**src/rtl/bnn_decrypt_sequencer.sv**
```systemverilog
// bnn_decrypt_sequencer: buffers cipher bytes in a small FIFO, drives the
// byte-wide decryptor one byte at a time over start/done, and packs the
// plaintext bytes into WORD_BYTES-wide words for the weight loader.
//
// Handshakes:
//   s_valid/s_ready and m_valid/m_ready follow strict valid/ready semantics.
//   A beat transfers on a rising edge where both are high. Once the source
//   raises valid, it holds valid and the payload stable until that edge.
//   The sink may drive ready independently of valid.
//   dec_start/dec_done is a four-phase level handshake:
//   - start rises with the byte and key applied;
//   - done rises with the result valid;
//   - start falls;
//   - done falls before the next start may rise.
module bnn_decrypt_sequencer #(
  parameter int FIFO_DEPTH = 4,
  parameter int WORD_BYTES = 4,
  parameter int TIMEOUT    = 16
) (
  input  logic                    clk,
  input  logic                    rst_n,
  input  logic                    s_valid,
  output logic                    s_ready,
  input  logic [7:0]              s_data,
  input  logic                    s_last,
  input  logic [7:0]              key_in,
  output logic                    dec_start,
  output logic [7:0]              dec_cipher,
  output logic [7:0]              dec_key,
  input  logic [7:0]              dec_plain,
  input  logic                    dec_done,
  output logic                    m_valid,
  input  logic                    m_ready,
  output logic [8*WORD_BYTES-1:0] m_data,
  output logic                    m_last,
  output logic                    err,
  output logic [1:0]              dbg_state_o
);

  localparam int AW = $clog2(FIFO_DEPTH);
  localparam int IW = (WORD_BYTES > 1) ? $clog2(WORD_BYTES) : 1;
  localparam int TW = $clog2(TIMEOUT + 1);

  typedef enum logic [1:0] {IDLE = 2'd0, REQ = 2'd1, REL = 2'd2, FLUSH = 2'd3} state_t;

  // Input FIFO storage: {last, data}. The extra pointer bit separates full from empty.
  logic [8:0]  mem_q [FIFO_DEPTH];
  logic [AW:0] wr_ptr_q, rd_ptr_q;
  logic        full, empty, push, pop;
  logic [8:0]  head;

  state_t                  state_q, state_d;
  logic [IW-1:0]           byte_idx_q, byte_idx_d;
  logic [TW-1:0]           tmo_q, tmo_d;
  logic [8*WORD_BYTES-1:0] pack_q, pack_d;
  logic                    dec_start_q, dec_start_d;
  logic [7:0]              cipher_q, cipher_d;
  logic [7:0]              key_q, key_d;
  logic                    cur_last_q, cur_last_d;
  logic                    m_valid_q, m_valid_d;
  logic [8*WORD_BYTES-1:0] m_data_q, m_data_d;
  logic                    m_last_q, m_last_d;
  logic                    err_q, err_d;

  assign full  = (wr_ptr_q[AW] != rd_ptr_q[AW]) && (wr_ptr_q[AW-1:0] == rd_ptr_q[AW-1:0]);
  assign empty = (wr_ptr_q == rd_ptr_q);
  assign push  = s_valid && !full;
  assign head  = mem_q[rd_ptr_q[AW-1:0]];

  // FIFO storage write; contents need no reset since pointers define validity.
  always_ff @(posedge clk) begin
    if (push) mem_q[wr_ptr_q[AW-1:0]] <= {s_last, s_data};
  end

  // FIFO pointers: write side advances on push, read side on FSM pop.
  always_ff @(posedge clk or negedge rst_n) begin
    if (!rst_n) begin
      wr_ptr_q <= '0;
      rd_ptr_q <= '0;
    end else begin
      if (push) wr_ptr_q <= wr_ptr_q + 1'b1;
      if (pop)  rd_ptr_q <= rd_ptr_q + 1'b1;
    end
  end

  // Sequencer state, datapath and output registers.
  always_ff @(posedge clk or negedge rst_n) begin
    if (!rst_n) begin
      state_q     <= IDLE;
      byte_idx_q  <= '0;
      tmo_q       <= '0;
      pack_q      <= '0;
      dec_start_q <= 1'b0;
      cipher_q    <= '0;
      key_q       <= '0;
      cur_last_q  <= 1'b0;
      m_valid_q   <= 1'b0;
      m_data_q    <= '0;
      m_last_q    <= 1'b0;
      err_q       <= 1'b0;
    end else begin
      state_q     <= state_d;
      byte_idx_q  <= byte_idx_d;
      tmo_q       <= tmo_d;
      pack_q      <= pack_d;
      dec_start_q <= dec_start_d;
      cipher_q    <= cipher_d;
      key_q       <= key_d;
      cur_last_q  <= cur_last_d;
      m_valid_q   <= m_valid_d;
      m_data_q    <= m_data_d;
      m_last_q    <= m_last_d;
      err_q       <= err_d;
    end
  end

  // Next-state logic: pop/request, collect result or time out, release, flush word.
  always_comb begin
    state_d     = state_q;
    byte_idx_d  = byte_idx_q;
    tmo_d       = tmo_q;
    pack_d      = pack_q;
    dec_start_d = dec_start_q;
    cipher_d    = cipher_q;
    key_d       = key_q;
    cur_last_d  = cur_last_q;
    m_valid_d   = m_valid_q;
    m_data_d    = m_data_q;
    m_last_d    = m_last_q;
    err_d       = err_q;
    pop         = 1'b0;

    // An accepted word frees the output register unless FLUSH reloads it below.
    if (m_valid_q && m_ready) m_valid_d = 1'b0;

    case (state_q)
      IDLE: begin
        if (!empty) begin
          pop         = 1'b1;
          cipher_d    = head[7:0];
          cur_last_d  = head[8];
          key_d       = key_in;
          dec_start_d = 1'b1;
          tmo_d       = '0;
          state_d     = REQ;
        end
      end
      REQ: begin
        if (dec_done) begin
          pack_d[{byte_idx_q, 3'b000} +: 8] = dec_plain;
          dec_start_d = 1'b0;
          state_d     = REL;
        end else if (tmo_q == TW'(TIMEOUT - 1)) begin
          // A lost byte leaves its lane zero; the frame keeps its length.
          pack_d[{byte_idx_q, 3'b000} +: 8] = 8'h00;
          err_d       = 1'b1;
          dec_start_d = 1'b0;
          state_d     = REL;
        end else begin
          tmo_d = tmo_q + 1'b1;
        end
      end
      REL: begin
        if (!dec_done) begin
          if (byte_idx_q == IW'(WORD_BYTES - 1) || cur_last_q) begin
            state_d = FLUSH;
          end else begin
            byte_idx_d = byte_idx_q + 1'b1;
            state_d    = IDLE;
          end
        end
      end
      FLUSH: begin
        if (!m_valid_q || m_ready) begin
          m_data_d   = pack_q;
          m_last_d   = cur_last_q;
          m_valid_d  = 1'b1;
          pack_d     = '0;
          byte_idx_d = '0;
          state_d    = IDLE;
        end
      end
      default: state_d = IDLE;
    endcase
  end

  assign s_ready     = !full;
  assign dec_start   = dec_start_q;
  assign dec_cipher  = cipher_q;
  assign dec_key     = key_q;
  assign m_valid     = m_valid_q;
  assign m_data      = m_data_q;
  assign m_last      = m_last_q;
  assign err         = err_q;
  assign dbg_state_o = state_q;

endmodule

```
**config.mk**
```make
export PLATFORM = sky130hd
export DESIGN_NAME = bnn_decrypt_sequencer
export DESIGN_NICKNAME = d
export VERILOG_FILES = /design/src/rtl/bnn_decrypt_sequencer.sv
export SDC_FILE = /design/constraint.sdc
export NUM_CORES = 1
export LEC_CHECK = 0
export CORE_ASPECT_RATIO = 1.2
export CORE_MARGIN = 2
export CORE_UTILIZATION = 59
export CTS_CLUSTER_DIAMETER = 200
export DETAILED_ROUTE_END_ITERATION = 8
export GPL_TIMING_DRIVEN = 0
export PLACE_DENSITY = 0.85
export REMOVE_ABC_BUFFERS = 1
export SLEW_MARGIN = 40
export SYNTH_ARGS = -nofsm -noshare
export SYNTH_HDL_FRONTEND = slang
export SYNTH_SLANG_ARGS = --single-unit
```
**constraint.sdc**
```tcl
create_clock -name clk -period 6.36 [get_ports clk]
set_input_delay 0.954 -clock clk [delete_from_list [all_inputs] [get_ports clk]]
set_output_delay 0.954 -clock clk [all_outputs]
set_load 0.05 [all_outputs]
```
==> results of run 1 <==
## critical path: cells and delay by family (launching register included)
family                 cells  cell delay (ps)
AND/OR/NAND/NOR            1              180
flip-flops                 1              820
buffers and inverters      1              810
XOR/XNOR                   1              270
## power groups by stage
stage / sequential, mW / clock, mW / combinational, mW
final: 1.33 / 1.05 / 1.58
after floorplan: 1.64 / 0 / 0.766
after global routing: 1.36 / 1.10 / 1.67
after global placement: 1.32 / 0 / 1.50
after CTS: 1.33 / 1.06 / 1.59
after detailed placement: 1.34 / 0 / 1.56
## cell usage in the layout, fill, tap and decap left out, types with 8 or more instances in the layout
| cell | n |
|---|---|
| sky130_fd_sc_hd__mux2_4 | 9 |
| sky130_fd_sc_hd__clkbuf_16 | 18 |
| sky130_fd_sc_hd__edfxtp_1 | 36 |
| sky130_fd_sc_hd__and3_1 | 10 |
| sky130_fd_sc_hd__and4b_1 | 24 |
| sky130_fd_sc_hd__inv_1 | 8 |
| sky130_fd_sc_hd__mux2_2 | 76 |
| sky130_fd_sc_hd__clkdlybuf4s50_1 | 83 |
| sky130_fd_sc_hd__mux4_2 | 9 |
| sky130_fd_sc_hd__dfrtp_1 | 100 |
| sky130_fd_sc_hd__ha_1 | 13 |
## area by class of cell
cell class              count  area (um^2)  area share, %
well taps                 126          158           2.08
flip-flops and latches    136         3580           47.2
inverters                  10         37.5          0.494
clock buffers              21          482           6.35
repair buffers             87          900           11.9
clock inverters            11          158           2.08
multi-input cells         213         2270           29.9
## logic make-up (layout without fill, tap and decap cells)
kind of cell | Yosys count | in the layout | share of synthesized area (%)
mux | 97 | 97 | 20.5
flops | 136 | 136 | 59.9
buf+inv | 31 | 129 | 2.55
fa+ha+maj | 13 | 13 | 2.72
xor+xnor | 10 | 10 | 1.46
simple gates | 58 | 58 | 7.45
compound gates | 35 | 35 | 5.40
## how the worst max path moves through the flow
stage                                        from                   endpoint  slack (ps)  depth (start not counted)
after floorplan                          dec_done     pack_q[14]$_DFFE_PN0P_        3720                          3
after global placement                      rst_n  dec_cipher[7]$_DFFE_PN0P_         740                          1
after detailed placement  rd_ptr_q[0]$_DFFE_PN0P_                    s_ready        3320                          3
after CTS                 rd_ptr_q[0]$_DFFE_PN0P_                    s_ready        2870                          3
after global routing      rd_ptr_q[0]$_DFFE_PN0P_                    s_ready        2740                          3
final                     rd_ptr_q[0]$_DFFE_PN0P_                    s_ready        2910                          3
## routing by layer
layer  GRT usage, %  up-vias
met5              0        -
li1               -     1601
met2           40.6      120
met4           10.3        0
met3           6.19       24
met1           29.8     1816
## flip-flops by register name (all words and copies together) (netlist names)
signal	flops
cur_last_q	1
dec_key	8
tmo_q	5
dbg_state_o	2
wr_ptr_q	3
rd_ptr_q	3
mem_q	36
err	1
byte_idx_q	2
dec_cipher	8
m_data	32
m_valid	1
pack_q	32
m_last	1
dec_start	1
## per-stage QoR
stage / std cells / worst slack [ps] / utilization (%) / total power [mW] / area (um^2)
6_report: 604 / 2910 / 76.2 / 3.96 / 7590
5_1_grt: 604 / 2740 / 76.2 / 4.13 / 7590
4_1_cts: 604 / 2870 / 76.2 / 3.98 / 7590
3_5_place_dp: 572 / 3320 / 69.7 / 2.90 / 6950
3_3_place_gp: 569 / 738 / 68.9 / 2.82 / 6860
2_1_floorplan: 359 / 3720 / - / 2.41 / 5860
==> flow_results.org, run 1 <==
** STA
- Final-layout setup total negative slack :: 0 ps
- RSZ-0062 raised after global routing :: false
- The worst pin sits at a relative slew slack of 49.4%.
- For this run, the top clock speed supported by timing is 289 MHz.
- The final number of hold-violating endpoints is 0.
- The number of pins exceeding their max-slew limit in the final report is 0.
- Clock skew after layout :: 9.08 ps
- Setup violations remaining at the end of the flow were counted as 0.
- Worst-margin pin slew :: 757 ps
- Hold is met by 411 ps.
- Final critical-path required period :: 3450 ps
- Of the available clock period, the critical path in the final layout requires 54.3%.

** Pwr
- Of the total power, the share spent switching nets is 37.8%.
- For this design the ratio of total power to cell area is 522 nW/um^2.
- Flop pwr share :: 33.6%
- In this run, the clock network consumes 26.4% of the power.
- Internal power contribution :: 2.46 mW
- Leakage power summed over all cells :: 3.38 nW
- VDD sags by at most 0.438 mV.
- Proportion of power drawn by combinational gates :: 40.0%
- Net switching power figure :: 1.50 mW

** Critical path
- By startpoint and endpoint, the worst setup path is classified as reg2out.
- The number of cells on the worst reg-to-reg path is 6.
- Delay of the slowest critical-path stage :: 820 ps
- Cells along the critical path :: xnor2_1, nand3_1, clkdlybuf4s50_1
- STA classifies the critical path startpoint as a flop.
- At the worst endpoint, the required time is 5410 ps.
- Crit Path Max Fanout :: 13
- Endpoint of the lowest-slack register-to-register path :: pack_q[18]$_DFFE_PN0P_
- In this run the critical register-to-register path is launched from tmo_q[1]$_DFFE_PN0P_.
- Worst reg-to-reg setup slack :: 3920 ps
- The worst setup path is captured at an output port.
- Library cell contributing the largest single delay on the critical path :: sky130_fd_sc_hd__dfrtp_1
- Data arrival at the endpoint of the critical path :: 2500 ps

** GRT
- The initial antenna violation count came to 0.
- Aggregate global routing overflow :: 0
- Number of global-route vias before repair :: 3704
- Wire length of the first global-routing pass :: 19500 um
- Overall Global Routing Usage :: 24.3%
- Entering global routing, the biggest net connects 63 pins.

** Yosys
- Yosys attributes the largest share of cell area to sky130_fd_sc_hd__dfrtp_1 (42%), sky130_fd_sc_hd__edfxtp_1 (18%), sky130_fd_sc_hd__mux2_2 (14%), sky130_fd_sc_hd__and4b_1 (4.0%), sky130_fd_sc_hd__mux4_2 (3.4%).
- In the synthesized netlist the async set-or-reset flop fraction comes to 73.5%.
- Synthesized instance count :: 380
- Synthesis warning total :: 0
- In this run, synthesis inferred 36 flip-flops with an integrated enable.
- Sequential elements use 59.9% of the synthesized area.
- Counting flops and latches in the post-synthesis netlist gives 136.
- Most frequent cells after synthesis :: sky130_fd_sc_hd__dfrtp_1 (100), sky130_fd_sc_hd__mux2_2 (76), sky130_fd_sc_hd__edfxtp_1 (36), sky130_fd_sc_hd__and4b_1 (24), sky130_fd_sc_hd__ha_1 (13)
- For this run, the leading register cell type out of synthesis is sky130_fd_sc_hd__dfrtp_1.
- Top cell type by total area after synthesis :: sky130_fd_sc_hd__dfrtp_1
- Post-synthesis instance area :: 5980 um^2
- The average instance in the mapped netlist occupies 15.7 um^2.
- Area share of the largest cell type after synthesis :: 41.9%
- The number of different library cells used by synthesis comes to 51.
- Cell with the most instances after synthesis :: sky130_fd_sc_hd__dfrtp_1

** Route
- Summed over all nets, wire length on met2 after detailed routing comes to 6430 um.
- Per-cell via count in the routed design :: 5.90
- M1 WL :: 4990 um
- Length of routed met3 wiring :: 579 um
- Total Routed Length :: 12300 um
- DR top layer :: met4
- Router iterations before antenna repair :: 4
- Routed wire per std cell :: 20.4 um
- DRC violations left :: 0
- In this run the remaining antenna-violating nets after routing total 0.
- Number of DRC markers after the initial detailed-route iteration :: 147
- Across all layers, the routed design uses 3561 vias.

** CTS
- The clock drives 136 sinks.
- Clock tree from TritonCTS :: done
- Once the clock tree was built, the setup fixing pass inserted 0 buffers.
- The number of hold buffers added after CTS was 0.
- The number of gates resized after CTS was 0.
- After clock tree synthesis, the clock-pin slew on the worst setup and hold paths is 60 ps.
- Buffers from clock root to sink, at most :: 2
- CTS placed an instance of sky130_fd_sc_hd__clkbuf_16 at the clock tree root.
- Worst-skew pair later-pin latency :: 420 ps
- The H-tree was split into 4 levels.
- Clock tree synthesis inserted a total of 17 buffers.

** Die
- Full die area :: 11000 um^2
- Pin placement for this block handled 85 I/O pins.
- Starting density of the core :: 60.0%
- In this run the horizontal extent of the chip is 95.9 um.
- After floorplanning, the core was sized to cover 9960 um^2.
- After floorplanning, the core was divided into 40 placement rows.
- Die boundary height :: 114 um

** Flow run
- Max-cap violations in this run came to 0.

** Place
- Detailed placement ended at an HPWL of 7950 um.
- PortBufs :: 84
- GP Congestion :: 0.772

** Run status
- The flow ran to the end, and the final reports show no timing, DRC or antenna violations.

** Finish
- The repair_antennas step left the layout with diodes totalling 0.
- Relative area change from synthesis to final layout :: 27.0%
- After filler insertion, the fill cell instance count of the layout stands at 588.
- Layout cells sized above 1 :: 30.1%
- For this run, the post-layout net count is 508.

** Min path
- Type of the most critical hold path :: in2async
Power figures use the tool's default switching activity.
==> inputs of run 2 (changes only) <==
CORE_UTILIZATION = 54   (was 59)
PLACE_DENSITY = 0.79   (was 0.85)
clock period = 3.62 ns   (was 6.36 ns; I/O delays follow)
==> run 2 against run 1 <==
  * Worst hold slack worse by 380 ps
  * Critical path depth is the same
  * Sequential cell count unchanged
  * Wire length down 6.4%
  * Via count shrank 0.84%
  * Non-clock buffer count did not move
  * Cell area fell by 0.48%
  * Total power grew 71%
  * Worst setup slack worse by 2200 ps
  * Critical endpoint unchanged
  * Largest cell class unchanged
  * Highest routed layer unchanged
==> flow_results.org, run 2 (same netlist as run 1, synthesis figures left out) <==
** Die
- The number of cell rows came to 42 (+5.0%).
- Starting density of the core :: 54.7% (-5.3 points)
- The die height was 119 um (+4.4%).
- Full die area :: 11900 um^2 (+8.9%)
- Horizontal extent of the die :: 100 um (+4.3%)
- The count of pins on the block boundary is 85 (unchanged).
- The placeable core area is 10900 um^2 (+9.7%).

** STA
- Worst-margin pin slew :: 749 ps (-7.74 ps)
- For this run, the top clock speed supported by timing is 345 MHz.
- Post-route fraction of the period consumed by the critical path :: 80.1%
- Max Transition Viols Final :: 0 (unchanged)
- Clock skew after layout :: 6.61 ps (-2.47 ps)
- Final critical-path required period :: 2900 ps
- Relative max-transition margin :: 49.9% (+0.52 points)
- The final number of hold-violating endpoints came to 0 (unchanged).
- Final setup violation count :: 0 (unchanged)
- The final sum of negative setup slack came to 0 ps (unchanged).
- Setup repair after global routing left no endpoint under its margin.

** Finish
- The library cell used most frequently in the layout, excluding fill and tap cells, is sky130_fd_sc_hd__dfrtp_1.
- Post-route cell area :: 7550 um^2 (-0.48%)
- The final standard cell count with taps included and fillers excluded was 610 (+0.99%).
- The net count of the finished layout is 508 (unchanged).
- Flip-flop count of the largest register, all copies and words added :: 36 (unchanged)
- Most frequent cells in the layout :: sky130_fd_sc_hd__dfrtp_1 (99), sky130_fd_sc_hd__clkdlybuf4s50_1 (83), sky130_fd_sc_hd__mux2_2 (76), sky130_fd_sc_hd__edfxtp_1 (36), sky130_fd_sc_hd__and4b_1 (24)
- Relative area change from synthesis to final layout :: 26.4%
- Layout cells sized above 1 :: 30.3% (+0.21 points)
- Diode count :: 0 (unchanged)

** CTS
- Maximum level of the CTS H-tree :: 4 (unchanged)
- The number of hold buffers added after cts was 0 (unchanged).
- The CTS buffer count was 17 (unchanged).
- The clock sink count is 136 (unchanged).
- The buffers inserted during post-CTS setup optimization was 0 (unchanged).
- The post-cts repair resize count was 0 (unchanged).
- Buffers from clock root to sink, at most :: 2 (unchanged)
- The clock transition at the register clock pins on the worst setup and hold paths after CTS came to 60 ps (about the same).
- The worst-skew pair later-pin latency was 410 ps (about the same).
- TritonCTS built the clock tree.
- The tree is rooted in a sky130_fd_sc_hd__clkbuf_16.

** Pwr
- Power per cell area :: 897 nW/um^2 (+72%)
- The leakage component of the power is 3.36 nW (-0.81%).
- Highest ir drop seen on vdd :: 0.506 mV (+16%)

** Route
- Router iterations before antenna repair :: 4 (unchanged)
- Total Routed Length :: 11500 um (-6.4%)
- The DRC violation total after the first TritonRoute iteration is 100 (-32%).
- The routed length per placed instance is 18.9 um (-7.3%).
- Remaining number of nets flagged by the antenna check after routing :: 0 (unchanged)
- DRC violations left :: 0 (unchanged)
- The total number of vias was 3531 (-0.84%).
- Per-cell via count in the routed design :: 5.79 (-1.8%)

** GRT
- Largest net degree at the start of global routing :: 55 (-13%)
- Aggregate global routing overflow :: 0 (unchanged)
- Overall Global Routing Usage :: 21.1% (-3.2 points)
- The wire length of the first global-routing pass was 19200 um (-1.7%).
- The initial antenna violation count is 0 (unchanged).
- Number of global-route vias before repair :: 3786 (+2.2%)

** Critical path
- Crit. End Element :: output port
- Largest delay contributor family on the critical path :: buffers and inverters
- The worst setup path is launched from a flop.
- Delay of the slowest critical-path stage :: 820 ps (about the same)
- The number of buffer and inverter stages on the critical path is 1 (unchanged).
- Data arrival at the endpoint of the critical path :: 2360 ps (-140 ps)
- The largest driver fanout on the critical path is 13 (unchanged).
- The flop-to-flop setup slack came to 1230 ps (-2690 ps).
- Endpoint of the lowest-slack register-to-register path :: pack_q[29]$_DFFE_PN0P_
- The startpoint identified for the worst register-to-register timing path is tmo_q[0]$_DFFE_PN0P_.
- The required arrival time at the worst endpoint is 3080 ps (-2330 ps).
- The signal on the critical path passes through xnor2_1, nand3_1, clkdlybuf4s50_1.
- Cell depth of the worst flop-to-flop path :: 6 (unchanged)
- Critical Setup Path Class :: reg2out
- Library cell contributing the largest single delay on the critical path :: sky130_fd_sc_hd__clkdlybuf4s50_1

** Place
- The number of buffers added on ports was 84 (unchanged).
- The placed cell area came to 6960 um^2 (+0.16%).
- GP Congestion :: 0.762 (-1.3%)
- Final HPWL DP :: 7800 um (-1.9%)
- The number of placed instances, taps included was 578 (+1.0%).

** Min path
- The path class of the tightest hold or removal check is in2async.

** Flow run
- The count of max-cap constraint violations was 0 (unchanged).

** Run status
- The flow ran to the end, and the final reports show no timing, DRC or antenna violations.
run 2: cell types whose count changed in the layout (fill, tap and decap cells not counted), sizes merged:
cell,change
clkinvlp,+1
inv,+1
bufinv,-1
clkbuf,-4
clkinv,+3
run 2: report_power, final:
group / internal (mW) / switching, mW / total (mW) / leakage [nW]
Clock: 1.03 / 0.667 / 1.69 / 0.284
Sequential: 1.98 / 0.357 / 2.33 / 1.66
Combinational: 1.18 / 1.57 / 2.75 / 1.42
Total: 4.18 / 2.59 / 6.77 / 3.36
run 2: metrics by stage:
stage	utilization [%]	worst slack (ps)	power (mW)	hold WS, ps
6_report	69.1	719	6.77	31.8
5_1_grt	69.1	620	7.11	42.4
4_1_cts	69.1	477	6.83	34.5
3_5_place_dp	63.7	962	5.11	471
3_3_place_gp	62.8	-1670	4.96	483
2_1_floorplan	-	1070	4.23	247
run 2: how the worst max path moves through the flow:
stage	start	endpoint	slack (ps)	depth (start not counted)
finish	rd_ptr_q[1]$_DFFE_PN0P_	s_ready	720	3
global route	rd_ptr_q[1]$_DFFE_PN0P_	s_ready	620	3
CTS	rd_ptr_q[0]$_DFFE_PN0P_	s_ready	480	3
detailed placement	rd_ptr_q[0]$_DFFE_PN0P_	s_ready	960	3
global placement	rst_n	dec_cipher[6]$_DFFE_PN0P_	-1670	1
floorplan	dbg_state_o[0]$_DFFE_PN0P_	m_data[0]$_DFFE_PN0P_	1070	3
run 2: area by class of cell:
class,count,area [um^2]
clock buffers,17,425
clock inverters,15,165
fillers,739,3380
inverters,10,37.5
multi-input cells,213,2270
flip-flops and latches,136,3580
well taps,132,165
repair buffers,87,903
run 2: layer usage:
metal  global-route usage, %  routed length, um  vias to the layer above
met3                    5.63                490                       24
met1                    25.2               4690                     1796
met4                    8.39                316                        0
met5                       0                  0                        -
met2                    36.1               6040                       99
li1                        -                  -                     1612
==> inputs of run 3 (changes only) <==
CORE_UTILIZATION = 49   (was 54)
PLACE_DENSITY = 0.76   (was 0.79)
clock period = 2.63 ns   (was 3.62 ns; I/O delays follow)
==> run 3 against run 2 <==
  * First-iteration DRC count up 53%
  * Largest cell class unchanged
  * Worst hold slack better by 440 ps
  * Cell count up 4.9%
  * Sequential share of layout area down 0.19 points
  * Non-clock buffer count up 1
  * Sequential cell count unchanged
  * Cell area up 0.45%
==> flow_results.org, run 3 (same netlist as run 1, synthesis figures left out) <==
** STA
- Final setup violation count :: 0 (unchanged)
- The transition at the pin with the smallest max-transition slack came to 776 ps (+26.2 ps).
- Max Transition Viols Final :: 0 (unchanged)
- Post-Route Hold Slack :: 467 ps (+435 ps)
- The worst-case headroom to the max-slew limit is 48.1% (-1.8 points).
- Setup slack after layout :: 194 ps (-525 ps)
- RSZ-0062 raised after global routing :: false
- Derived from the worst setup path, the maximum achievable clock frequency is 410 MHz.
- Final critical-path required period :: 2440 ps
- The final worst clock skew is 8.52 ps (+1.91 ps).
- The final number of hold-violating endpoints came to 0 (unchanged).
- In the finished design, the share of the clock period the worst path needs comes to 92.6%.

** Critical path
- The arrival time at the worst endpoint is 2040 ps (-320 ps).
- The critical path goes through clkdlybuf4s50_1.
- Startpoint of the most critical register-to-register path :: tmo_q[0]$_DFFE_PN0P_
- Critical Setup Path Class :: reg2out
- STA classifies the critical path startpoint as a flop.
- The maximum single-stage delay on the critical path came to 920 ps (+100 ps).
- The flop-to-flop setup slack came to 250 ps (-980 ps).
- Worst setup path startpoint :: dbg_state_o[0]$_DFFE_PN0P_
- Largest delay contributor family on the critical path :: buffers and inverters
- The slowest stage of the critical path belongs to the cell sky130_fd_sc_hd__clkdlybuf4s50_1.
- The number of buffer and inverter stages on the critical path was 1 (unchanged).
- The worst setup path is captured at an output port.
- Crit Path Max Fanout :: 16 (+3)
- The required arrival time at the worst endpoint came to 2240 ps (-840 ps).

** Place
- The number of buffers added on ports came to 84 (unchanged).
- Placed cell area :: 6990 um^2 (+0.52%)
- The worst slack after detailed placement was 74.8 ps (-888 ps).
- Final HPWL DP :: 7980 um (+2.2%)
- GP Congestion :: 0.762 (unchanged)

** Pwr
- The leakage component of the power came to 3.34 nW (-0.36%).
- Proportion of power drawn by combinational gates :: 40.5% (about the same)
- Power per cell area :: 1230 nW/um^2 (+37%)
- The part of the power in registers was 34.5% (about the same).
- The worst-case vdd ir drop was 0.812 mV (+60%).
- The share of total power consumed by net switching came to 38.3% (about the same).
- Part of the total power dissipated in the clock network :: 25.0% (about the same)
- Net switching power figure :: 3.57 mW (+37%)
- Internal power contribution :: 5.74 mW (+37%)

** CTS
- The total number of H-tree levels was 4 (unchanged).
- Worst-skew pair later-pin latency :: 420 ps (about the same)
- Clock transition at path regs :: 60 ps (about the same)
- Post-CTS setup buffer count :: 0 (unchanged)
- Count of clock tree sinks :: 136 (unchanged)
- The cell sitting at the root of the clock tree is a sky130_fd_sc_hd__clkbuf_16.
- Clock tree from TritonCTS :: done
- Number of buffers inserted during clock tree synthesis :: 17 (unchanged)
- The buffer levels on the longest clock path is 2 (unchanged).

** Finish
- The antenna cell count came to 0 (unchanged).
- The fraction of layout instances using a drive strength above 1 came to 30.1% (-0.27 points).
- The net count of the finished layout is 509 (+0.20%).
- Most frequent cells in the layout :: sky130_fd_sc_hd__dfrtp_1 (98), sky130_fd_sc_hd__clkdlybuf4s50_1 (82), sky130_fd_sc_hd__mux2_2 (76), sky130_fd_sc_hd__edfxtp_1 (36), sky130_fd_sc_hd__and4b_1 (24)
- Multi-input gate area in the final layout :: 2270 um^2 (unchanged)
- Reg area :: 3590 um^2 (about the same)
- From synthesis to final layout, the design area changed by 26.9%.
- The library cell used most frequently in the layout, excluding fill and tap cells, is sky130_fd_sc_hd__dfrtp_1.
- Filler Cells Inserted :: 940 (+27%)
- The number of flip-flops in the largest register is 36 (unchanged).
- The end-of-flow core utilization is 63.2% (-5.9 points).
- Post-route cell area :: 7590 um^2 (+0.45%)

** Die
- The count of pins on the block boundary was 85 (unchanged).
- The x dimension of the die was 105 um (+4.8%).
- Starting density of the core :: 49.8% (-4.9 points)
- The number of cell rows came to 44 (+4.8%).
- Core area :: 12000 um^2 (+9.8%)
- The die height came to 125 um (+4.8%).
- Full die area :: 13100 um^2 (+9.8%)

** GRT
- Aggregate global routing overflow :: 0 (unchanged)
- Overall Global Routing Usage :: 19.2% (-1.8 points)
- Largest net degree at the start of global routing :: 57 (+3.6%)
- Initial antenna violation count :: 0 (unchanged)
- The wire length of the first global-routing pass came to 19400 um (+1.2%).
- The number of global-route vias before repair was 3773 (-0.34%).

** Route
- Total Routed Length :: 11900 um (+3.1%)
- Router iterations before antenna repair :: 4 (unchanged)
- DRC violations left :: 0 (unchanged)
- Per-cell via count in the routed design :: 5.53 (-4.5%)
- Vias post-DR :: 3537 (+0.17%)
- Remaining number of nets flagged by the antenna check after routing :: 0 (unchanged)
- The DRC violation total after the first TritonRoute iteration was 153 (+53%).
- The routed length per placed instance is 18.6 um (-1.7%).

** Min path
- Type of the most critical hold path :: in2async

** Run status
- The flow ran to the end, and the final reports show no timing, DRC or antenna violations.

** Flow run
- The count of max-cap constraint violations is 0 (unchanged).
run 3: cell count changes in the layout (fill, tap and decap cells not counted), sizes merged:
| cell | previous run | this run |
|---|---|---|
| clkdlybuf4s50 | 83 | 82 |
| dlygate4sd2 | 0 | 1 |
| clkbuf | 17 | 19 |
| clkinvlp | 2 | 4 |
| clkinv | 6 | 2 |
| dlygate4sd3 | 0 | 1 |
run 3: through the flow:
stage	setup TNS, ps	std cells	total power [mW]
final	0	640	9.31
after global routing	0	640	9.77
after CTS	0	640	9.40
after detailed placement	0	607	7.04
after global placement	-296080	604	6.84
after floorplan	0	359	5.82
run 3: worst paths after layout:
check | end | depth (start not counted)
setup / recovery | dbg_state_o[0] | 1
hold / removal | pack_q[25]$_DFFE_PN0P_ | 2
setup reg to reg | pack_q[3]$_DFFE_PN0P_ | 6
hold reg to reg | err$_DFFE_PN0P_ | 1
max in group asynchronous | m_data[6]$_DFFE_PN0P_ | 3
min in group clk | err$_DFFE_PN0P_ | 1
run 3: worst register-to-register path: cells and delay by family (launching register included):
family | cells | cell delay (ps)
AOI/OAI and AO/OA | 2 | 740
DFF | 1 | 410
and+or+nand+nor | 1 | 160
muxes | 1 | 400
adders and majority gates | 2 | 570
run 3: metal layers:
metal	GRT usage [%]	share of wire (%)	vias to the layer above
li1	-	-	1615
met1	22.2	39	1819
met2	33.8	55	85
met3	5.79	4.6	18
met4	6.75	1.5	0
met5	0	0	-
run 3: power groups by stage:
| stage | clock network (mW) | logic [mW] | registers (mW) |
|---|---|---|---|
| 5_1_grt | 2.46 | 4.02 | 3.29 |
| 2_1_floorplan | 0 | 1.85 | 3.97 |
| 4_1_cts | 2.37 | 3.81 | 3.22 |
| 3_5_place_dp | 0 | 3.80 | 3.24 |
| 3_3_place_gp | 0 | 3.65 | 3.19 |
| 6_report | 2.33 | 3.77 | 3.21 |
run 3: repair_timing:
action / CTS / global route
hold buffers: 1 / 0
setup endpoints to repair: 1 / 0
endpoints found under the hold margin: 44 / 0
gates resized for setup: 3 / 0
run 3: area by class of cell:
class                   instances  area share (%)
clock buffers                  19            5.70
clock inverters                13            1.91
inverters                      10           0.495
multi-input cells             213            30.0
flip-flops and latches        136            47.3
well taps                     161            2.65
repair buffers                 88            12.0
==> RTL edit, RTL diff (config.mk and constraints of run 2) <==
Change the parameter `WORD_BYTES` from 4 to 8.
--- a/src/rtl/bnn_decrypt_sequencer.sv
+++ b/src/rtl/bnn_decrypt_sequencer.sv
@@ -14,7 +14,7 @@
 //   - done falls before the next start may rise.
 module bnn_decrypt_sequencer #(
   parameter int FIFO_DEPTH = 4,
-  parameter int WORD_BYTES = 4,
+  parameter int WORD_BYTES = 8,
   parameter int TIMEOUT    = 16
 ) (
   input  logic                    clk,
Interface: changed (resized m_data); port bits go from 85 to 117. The function was not compared with the original's and may differ.
==> RTL edit against run 2 <==
Fmax down 6.5%; global-route usage grew 1.7 points; total power rose by 17%; sequential cell count is 65 higher; wire length up 52%; sequential share of layout area up 3.3 points; die area is 35% higher; final area increased by 36%; setup slack worse by 0.20 ns; synthesized area is 36% higher.
==> RTL edit: results (changes against run 2) <==
status:
  status: "complete, no violations"
finish:
  drive_above_1_share_pct: 9.34  # -21 points
routing:
  routed_wl_mm: 17.6  # +52%
  vias: 5590  # +58%
  wl_met2_mm: 9.14  # +51%
  wl_met1_mm: 7.06  # +50%
placement:
  place.gp.congestion: 0.800  # +5.0%
  dpl-instance-area_um2: 9580  # +38%
  io_buffers: 116  # +38%
  hpwl_mm: 12.1  # +55%
setup_path:
  crit_path_top_delay_cell: "dfrtp_1"
  critical_path_arrival_ns: 2.56  # +0.20 ns
  crit_family: "flip-flops"
hold_path:
  hp-class: "reg -> reg"
clock_network:
  numCtsBuffers: 20  # +3
  htree_levels: 1  # -3
  cts_buffer_depth: 3  # +1
grt:
  grt_max_degree: 62  # +13%
  use_met2_pct: 39.2  # +3.1 points
  grt_first_pass_wirelength_mm: 29.4  # +53%
  grt_pass1_vias: 5860  # +55%
yosys:
  synth_cell_types: 48  # -5.9%
  synth_seq_area_share_pct: 64.0  # +4.1 points
  synthCells: 686  # +81%
power_and_ir_drop:
  max-vdd-ir-drop_uv: 676  # +33%
  power_leakage_nw: 4.79  # +43%
timing:
  skew_ns: 0.00843  # +0.00182 ns
[RTL edit: cell types whose count changed after synthesis, moves of 5 or more]
cell / before / now
mux2_4: 9 / 0
and4b_1: 24 / 0
mux2i_1: 3 / 17
nand2_1: 3 / 228
mux2_2: 76 / 19
nand3_1: 2 / 7
a22o_1: 1 / 32
dfrtp_1: 100 / 165
a21oi_1: 3 / 8
inv_1: 8 / 17
clkbuf_1: 8 / 14
and3_1: 10 / 3
o31ai_1: 0 / 18
o211ai_1: 0 / 16
[RTL edit: layout make-up]
cell class | count | area (µm²)
Clock buffer | 30 | 583
Clock inverter | 6 | 87.6
Fill cell | 1077 | 4560
Inverter | 17 | 63.8
Multi-Input combinational cell | 437 | 2760
Sequential cell | 201 | 5210
Tap cell | 204 | 255
Timing Repair Buffer | 123 | 1310
[RTL edit: final timing paths]
path	from	to	slack, ns
setup / recovery	rd_ptr_q[0]	s_ready	0.52
hold / removal	pack_q[1]	m_data[1]	0.47
hold reg to reg	pack_q[1]	m_data[1]	0.47
setup reg to reg	byte_idx_q[0]	pack_q[3]	0.69
min in group asynchronous	rst_n	m_data[60]	0.56
max in group asynchronous	rst_n	dec_key[7]	2.45
[RTL edit: cells by family after synthesis]
kind of cell / Yosys count / synth area share, %
mux: 45 / 7.21
compound gates: 97 / 9.29
fa+ha+maj: 14 / 2.15
buf+inv: 48 / 2.44
simple gates: 274 / 14.1
xor+xnor: 7 / 0.753
flops: 201 / 64.0
[RTL edit: report_power, final]
group          switching, mW  internal (mW)
logic                   1.76           1.01
clock network          0.834           1.26
registers              0.351           2.72
total                   2.94           5.00
[RTL edit: what timing repair did]
action                    in CTS  in global routing
buffers inserted               0                  0
hold endpoints to repair      45                  0
hold buffers                   1                  0
